==> src/rtl/alu_pkg.sv <==
// Shared ALU definitions: opcode constants from the ALU control stage and
// the state encoding of the iterative ALU sequencer.
package alu_pkg;

    localparam int XLEN = 32;
    localparam int SHAMT_W = 5;

    localparam logic [3:0] ALU_AND = 4'b0000;
    localparam logic [3:0] ALU_OR  = 4'b0001;
    localparam logic [3:0] ALU_ADD = 4'b0010;
    localparam logic [3:0] ALU_SRA = 4'b0011;
    localparam logic [3:0] ALU_XOR = 4'b0100;
    localparam logic [3:0] ALU_SLL = 4'b0101;
    localparam logic [3:0] ALU_SUB = 4'b0110;
    localparam logic [3:0] ALU_SLT = 4'b0111;

    typedef enum logic [1:0] {
        IDLE  = 2'd0,
        SHIFT = 2'd1,
        DONE  = 2'd2
    } alu_state_t;

    function automatic logic isShiftOp(input logic [3:0] op);
        return (op == ALU_SLL) || (op == ALU_SRA);
    endfunction

endpackage

==> src/rtl/alu_comb.sv <==
// Single-cycle ALU operations. Shift opcodes and unknown codes give 0 here;
// shifts are sequenced by iter_alu.
module alu_comb
    import alu_pkg::*;
(
    input  logic [3:0]      op,
    input  logic [XLEN-1:0] a,
    input  logic [XLEN-1:0] b,
    output logic [XLEN-1:0] result
);

    always_comb begin
        result = '0;
        case (op)
            ALU_ADD: result = a + b;
            ALU_SUB: result = a - b;
            ALU_AND: result = a & b;
            ALU_OR:  result = a | b;
            ALU_XOR: result = a ^ b;
            ALU_SLT: result = {{(XLEN-1){1'b0}}, ($signed(a) < $signed(b))};
            default: result = '0;
        endcase
    end

endmodule

==> src/rtl/iter_alu.sv <==
// Iterative ALU: single-cycle ops finish the cycle after acceptance, shifts
// advance one bit per cycle; result/zero update only when done_o pulses.
module iter_alu
    import alu_pkg::*;
(
    input  logic            clk_i,
    input  logic            rst_i,
    input  logic            start_i,
    input  logic [3:0]      ALU_Ctrl_i,
    input  logic [XLEN-1:0] src1_i,
    input  logic [XLEN-1:0] src2_i,
    output logic [XLEN-1:0] result_o,
    output logic            zero_o,
    output logic            busy_o,
    output logic            done_o
);

    alu_state_t           r_state;
    alu_state_t           w_nextState;
    logic [XLEN-1:0]      r_shiftReg;
    logic [XLEN-1:0]      r_result;
    logic                 r_zero;
    logic [SHAMT_W-1:0]   r_count;
    logic                 r_isSra;
    logic [XLEN-1:0]      w_combResult;
    logic [XLEN-1:0]      w_shifted;
    logic [SHAMT_W-1:0]   w_shamt;
    logic                 w_accept;
    logic                 w_isShift;

    alu_comb u_alu_comb (
        .op     (ALU_Ctrl_i),
        .a      (src1_i),
        .b      (src2_i),
        .result (w_combResult)
    );

    assign w_shamt   = src2_i[SHAMT_W-1:0];
    assign w_isShift = isShiftOp(ALU_Ctrl_i);
    assign w_accept  = start_i && (r_state != SHIFT);
    assign w_shifted = r_isSra ? {r_shiftReg[XLEN-1], r_shiftReg[XLEN-1:1]}
                               : {r_shiftReg[XLEN-2:0], 1'b0};

    always_ff @(posedge clk_i or negedge rst_i) begin
        if (!rst_i) begin
            r_state <= IDLE;
        end else begin
            r_state <= w_nextState;
        end
    end

    always_comb begin
        w_nextState = r_state;
        case (r_state)
            IDLE, DONE: begin
                if (!start_i) begin
                    w_nextState = IDLE;
                end else if (w_isShift && (w_shamt != '0)) begin
                    w_nextState = SHIFT;
                end else begin
                    w_nextState = DONE;
                end
            end
            SHIFT: begin
                if (r_count == SHAMT_W'(1)) begin
                    w_nextState = DONE;
                end
            end
            default: w_nextState = IDLE;
        endcase
    end

    always_comb begin
        busy_o = 1'b0;
        done_o = 1'b0;
        case (r_state)
            SHIFT:   busy_o = 1'b1;
            DONE:    done_o = 1'b1;
            default: ;
        endcase
    end

    // The final shift step writes straight to the result, so partial values stay internal.
    always_ff @(posedge clk_i or negedge rst_i) begin
        if (!rst_i) begin
            r_shiftReg <= '0;
            r_result   <= '0;
            r_zero     <= 1'b1;
            r_count    <= '0;
            r_isSra    <= 1'b0;
        end else if (w_accept) begin
            if (!w_isShift) begin
                r_result <= w_combResult;
                r_zero   <= (w_combResult == '0);
            end else if (w_shamt == '0) begin
                r_result <= src1_i;
                r_zero   <= (src1_i == '0);
            end else begin
                r_shiftReg <= src1_i;
                r_count    <= w_shamt;
                r_isSra    <= (ALU_Ctrl_i == ALU_SRA);
            end
        end else if (r_state == SHIFT) begin
            r_shiftReg <= w_shifted;
            r_count    <= r_count - SHAMT_W'(1);
            if (r_count == SHAMT_W'(1)) begin
                r_result <= w_shifted;
                r_zero   <= (w_shifted == '0);
            end
        end
    end

    assign result_o = r_result;
    assign zero_o   = r_zero;

endmodule

==> config.mk <==
export PLATFORM = sky130hd
export DESIGN_NAME = iter_alu
export DESIGN_NICKNAME = d
export VERILOG_FILES = /design/src/rtl/alu_pkg.sv /design/src/rtl/alu_comb.sv /design/src/rtl/iter_alu.sv
export SDC_FILE = /design/constraint.sdc
export NUM_CORES = 1
export LEC_CHECK = 0
export ABC_AREA = 0
export BUFFER_PORTS_ARGS = -buffer_cell sky130_fd_sc_hd__buf_4
export CAP_MARGIN = 10
export CORE_AREA = 2 2 202 204
export DETAILED_ROUTE_END_ITERATION = 10
export DIE_AREA = 0 0 204 206
export MAX_ROUTING_LAYER = met4
export SYNTH_ARGS = -nofsm -noshare
export SYNTH_HDL_FRONTEND = slang
export SYNTH_HIERARCHICAL = 1
export SYNTH_SLANG_ARGS = --single-unit
==> constraint.sdc <==
create_clock -name clk_i -period 3 [get_ports clk_i]
set_input_delay 0 -clock clk_i [delete_from_list [all_inputs] [get_ports clk_i]]
set_output_delay 0 -clock clk_i [all_outputs]
set_load 0.05 [all_outputs]
* Yosys cells after proc, flatten, opt, wreduce, memory -nomap -nowiden
Cells that the tools add are included.
** Word-level totals
- Flip-flop bits (word level) :: 73
- Input port bits :: 71
- Output and inout port bits :: 35
- Word-level logic and storage cells :: 71
** Cells by class
- Add/sub/neg operators :: 3
- Order comparisons :: 1
- Equal/unequal tests :: 15
- Multiplexer cells :: 26
- Bitwise operators :: 4
- Reduce and logical (&&, ||, !) cells :: 16
** Operators by type and width (number)
- $mux 32 :: 10
- $pmux 32 s6 :: 1
- $logic_not 32->1 :: 3
- $add 32x32->32 :: 1
- $and 32x32->32 :: 1
- $lt 32x32->1 :: 1
- $or 32x32->32 :: 1
- $sub 32x32->32 :: 1
- $xor 32x32->32 :: 1
- $mux 5 :: 4
- $eq 4x3->1 const B :: 4
- $reduce_and 3->1 :: 3
- $eq 4x2->1 const B :: 2
- $mux 1 :: 7
- $mux 2 :: 3
- $eq 5x1->1 const B :: 1
- $logic_not 5->1 :: 1
- $reduce_bool 5->1 :: 1
- $sub 5x1->5 const B :: 1
- $eq 4x1->1 const B :: 1
- $logic_not 4->1 :: 1
- $ne 2x1->1 const B :: 2
- $ne 2x2->1 const B :: 2
- $pmux 2 s2 :: 1
- 9 further kinds :: 11

* Depth between registers and ports, before layout
- Word-level depth :: 6
- Depth in mapped cells :: 17
- Gate-level depth less buffers :: 17

* Hierarchy
Netlist, hierarchy kept.
** By module, submodules not included
- alu_comb :: times used 1, cells an instance 762, area each 5111.2 um^2, seq. area each 0.0 um^2
- iter_alu :: times used 1, cells an instance 494, area each 4324.1 um^2, seq. area each 1828.0 um^2

* Least setup slack after synthesis
Ideal clock, no wire load.
- Kind :: input to register
- Start :: input port src1_i[9]
- End :: register r_zero, in the netlist zero_o
- Setup time :: 0.061 ns
- Data arrival time :: 3.205 ns
- Required time :: 2.939 ns
- Setup slack :: -0.266 ns
- Stages :: 17
- Path buffers :: 1
- Path through :: inv_1 -> ha_1 -> buf_6 -> or3_4 -> o21bai_4 -> a21oi_4 -> a2111oi_4 -> or4b_4 -> a21oi_2 -> nor3_1 -> a211oi_1 -> o221ai_1 -> nor4_1 -> and4_1 -> nand4_1 -> o22ai_1 -> o31a_1
** On the way
- Longest elaborated chain between the ends :: 5
- Elaborated cells between the ends (all ways) :: 12
- Those cells by class :: 2 x add/sub; 1 x order compare; 4 x mux; 3 x bitwise; 2 x reduce/logical
** Ends and longest elaborated chain
- start, declared :: line iter_alu.sv:10 : input logic [XLEN-1:0] src1_i,
- $sub 32x32->32 or $add 32x32->32 (tied branches) :: line alu_comb.sv:16, alu_comb.sv:15
- $pmux 32 s6 (*) :: line alu_comb.sv:14 : case (op)
- named net w_combResult[29] :: line iter_alu.sv:25 : logic [XLEN-1:0] w_combResult;
- $logic_not 32->1 (*) :: line iter_alu.sv:94 : r_zero <= (w_combResult == '0);
- $mux 1 (*) :: line iter_alu.sv:92 : if (!w_isShift) begin
- $mux 1 (*) :: line iter_alu.sv:91 : end else if (w_accept) begin
- end signal, assigned :: line iter_alu.sv:94
- end signal, assigned :: line iter_alu.sv:97 : r_zero <= (src1_i == '0);
- end signal, assigned :: line iter_alu.sv:108 : r_zero <= (w_shifted == '0);
- end, declared :: line iter_alu.sv:22 : logic r_zero;
The timed path passes the listed nets; every way through them passes the cells marked *. The select of a mux whose other input is x is not followed.
A chain may end at the register's enable or synchronous reset.

* Worst setup path in the final report
Same ends and word-level chain as after synthesis.

==> flow_summary.ini <==
[synth]
synth_compound_area_share_pct = 31.7
yosys.area_share.simple_pct = 20.1
yosys_warnings = 6
synthMuxAreaShare_pct = 5.86
synthXorXnorAreaFrac_pct = 0.557
syn-num-nets = 1431
post_synth_fa_ha_maj_area_fraction_pct = 14.0
synth_area_per_cell_um2 = 7.51
ys_seq_elements = 73
postSynth.asyncResetShare_pct = 100
postSynthCellCount = 1256
synth_top_family_by_area = compound AO/OA/AOI/OAI gates
syn-cell-area_um2 = 9440
synthFlopType = dfrtp_1
synth_edf_count = 0
ys_types = 97
synth.top_cell.area_share_pct = 19.1
yosys.area.top_type = dfrtp_1
ys_top_cells_by_area = dfrtp_1 19%, ha_1 14%, a21oi_1 5.6%, nand2_1 4.8%, o21ai_0 4.3%
synth_sequential_area_ratio_pct = 19.4

[place]
place_ws_ns = -0.839
placedCellCount = 2073
place_hpwl_mm = 31.5
io_buffers = 105
gp_congestion = 0.945

[route]
drc_errors = 0
vias = 10900
drtAntennaViolNets = 0
drt-vias-per-instance = 5.16
wl_met1_mm = 17.6
drt-total-wl_mm = 39.6
routedWlPerCell_um = 18.7
first_pass_iters = 5
wl_met3_mm = 2.84
drtIter0Drc = 784
wl_met2_mm = 17.9
routed.top_layer = met4

[timing]
max_freq_mhz = 321
timing.final.crit_share_pct = 104
whs_ns = 0.0481
slew-limit-headroom_pct = 35.9
worst_pin_slew_ns = 0.962
final_max_slew_viol_count = 0
fin_ws_ns = -0.119
finalSetupViolCount = 4
finalHoldViolations = 0
skew_ns = 0.00946
layout_min_cycle_time_ns = 3.12
rsz0062_at_grt = yes

[final_layout]
area_growth_pct = 47.1
nets = 1755
nFillCells = 4176
drive_gt1_share_pct = 35.6
layout_commonest_cell = buf_4
final_cells = 2117
n_antenna_cell = 0
post-route-util_pct = 34.5
final_cell_mix = 364 x buf_4, 117 x nand2_1, 101 x nor2_1

[outcome]
failed_checks = negative setup slack
outcome = finished with violations

[global_routing]
track_usage_pct = 18.9
antenna_found_initial = 0
grt_max_degree = 74
grt.overflow.total = 0
grt_pass1_wl_mm = 60.3
first_global_vias = 10600

[clock_tree]
clockBufferDepth = 2
clk_pin_slew_worst_paths_ns = 0.06
clock-sinks = 73
htreeDepth = 3
cts_root_buffer = clkbuf_16
cts_tree = built
numCtsBuffers = 9
clkLatencyLatePin_ns = 0.34

[floorplan]
chipHeight_um = 206
design.core.area_um2 = 40200
die-area_um2 = 42000
start_util_pct = 23.5
ioPinCount = 106
die_w_um = 204
row_count = 74

[flow_run]
maxCapViolations = 0

[worst_setup_path]
critical_path_class = in2reg
worst_setup_path_end_kind = register
crit_fanout = 4
cp-start-kind = input pin
reg2reg_slack_ns = 0.68
crit_arrival_ns = 3.40
required_ns = 3.28

[power]
p_leak_nw = 6.09
vdd_drop_max_uv = 254
p_per_area_nw_per_um2 = 470

[worst_hold_path]
hold_path.class = in2reg
==> path summary, 6_finish.rpt <==
kind / start / endpoint / cells past startpoint
min: ALU_Ctrl_i[1] / r_isSra$_DFFE_PN0P_ / 3
min reg2reg: result_o[11]$_DFFE_PN0P_ / result_o[11]$_DFFE_PN0P_ / 2
max reg2reg: r_isSra$_DFFE_PN0P_ / zero_o$_DFFE_PN1P_ / 6
min in group asynchronous: rst_i / result_o[22]$_DFFE_PN0P_ / 2
max in group asynchronous: rst_i / r_isSra$_DFFE_PN0P_ / 2
max: src1_i[9] / zero_o$_DFFE_PN1P_ / 19
==> where the power goes <==
group	switching, mW	internal (mW)
clock network	0.421	0.727
logic	2.10	1.48
registers	0.423	1.38
total	2.94	3.58
==> layout make-up <==
cell class | instances | area [µm²] | share of cell area (%)
inverter | 103 | 417 | 3.00
tap | 532 | 666 | 4.80
clock inverter | 5 | 80.1 | 0.577
sequential | 73 | 1830 | 13.2
multi-input combinational | 1004 | 7600 | 54.8
timing repair buffer | 389 | 3050 | 22.0
clock buffer | 11 | 233 | 1.68
==> synthesized netlist by cell type (6+ instances only) <==
cell	n
mux2_1	22
clkbuf_8	8
o21ai_1	50
a21o_1	15
or2_2	6
nand2b_1	12
o22ai_1	12
nor2_1	107
o21bai_1	15
a221o_1	6
o21a_1	10
nor2b_1	17
nor3_1	27
or3_1	12
nor4_1	25
o21ai_0	82
nand3_1	21
ha_1	102
a221oi_1	20
a211oi_1	17
o221ai_1	11
o31ai_1	15
buf_2	10
nand4_1	8
inv_1	103
o211ai_1	19
a311oi_1	7
a31oi_1	11
dfrtp_1	72
nand2_1	121
mux2i_1	26
a21oi_1	105
clkbuf_1	50
==> registers in the layout, summed over array words and instances, names as in the netlist <==
name / cells
r_isSra: 1
r_shiftReg: 32
result_o: 32
r_count: 5
r_state: 2
zero_o: 1
==> per-stage QoR <==
step / setup TNS [ns] / total power, mW / cell area (µm²)
after global routing: -1.11 / 6.91 / 13900
after CTS: -0.262 / 6.36 / 13300
final: -0.239 / 6.52 / 13900
after floorplan: -0.0967 / 3.69 / 9480
after global placement: -8.92 / 5.04 / 12500
after detailed placement: -9.69 / 5.08 / 12500
==> routing by layer <==
metal  up-vias  global-route usage (%)
met5         -                       -
met4         0                    7.19
met3        67                    3.03
met2       408                    29.1
met1      5228                    24.8
li1       5224                       -
==> repair_timing <==
item | 4_1_cts | 5_1_grt
resized for setup | 90 | 96
endpoints found under the setup margin | 17 | 22
pin swaps | 45 | 60
setup buffers | 13 | 13
hold buffers | 2 | 1
hold endpoints to repair | 73 | 1
==> worst max-delay path, stage by stage <==
cell       delay [ns]
buf_8            0.11
inv_4            0.05
ha_4             0.20
or3_4            0.40
o21bai_4         0.19
a21oi_4          0.16
a2111oi_4        0.06
buf_4            0.15
or4b_4           0.50
buf_6            0.14
a21oi_4          0.16
nor3_2           0.07
a211oi_2         0.24
o221ai_2         0.14
nor4_1           0.18
and4_1           0.22
nand4_1          0.09
o22ai_1          0.18
o31a_1           0.15
==> logic make-up after synthesis <==
family | after synthesis
muxes | 52
buffers and inverters | 179
and+or+nand+nor | 392
adders and majority gates | 104
AOI/OAI and AO/OA | 450
DFF | 73
xor gates and xnor gates | 6
No activity file was read; power rests on OpenSTA's default activity.
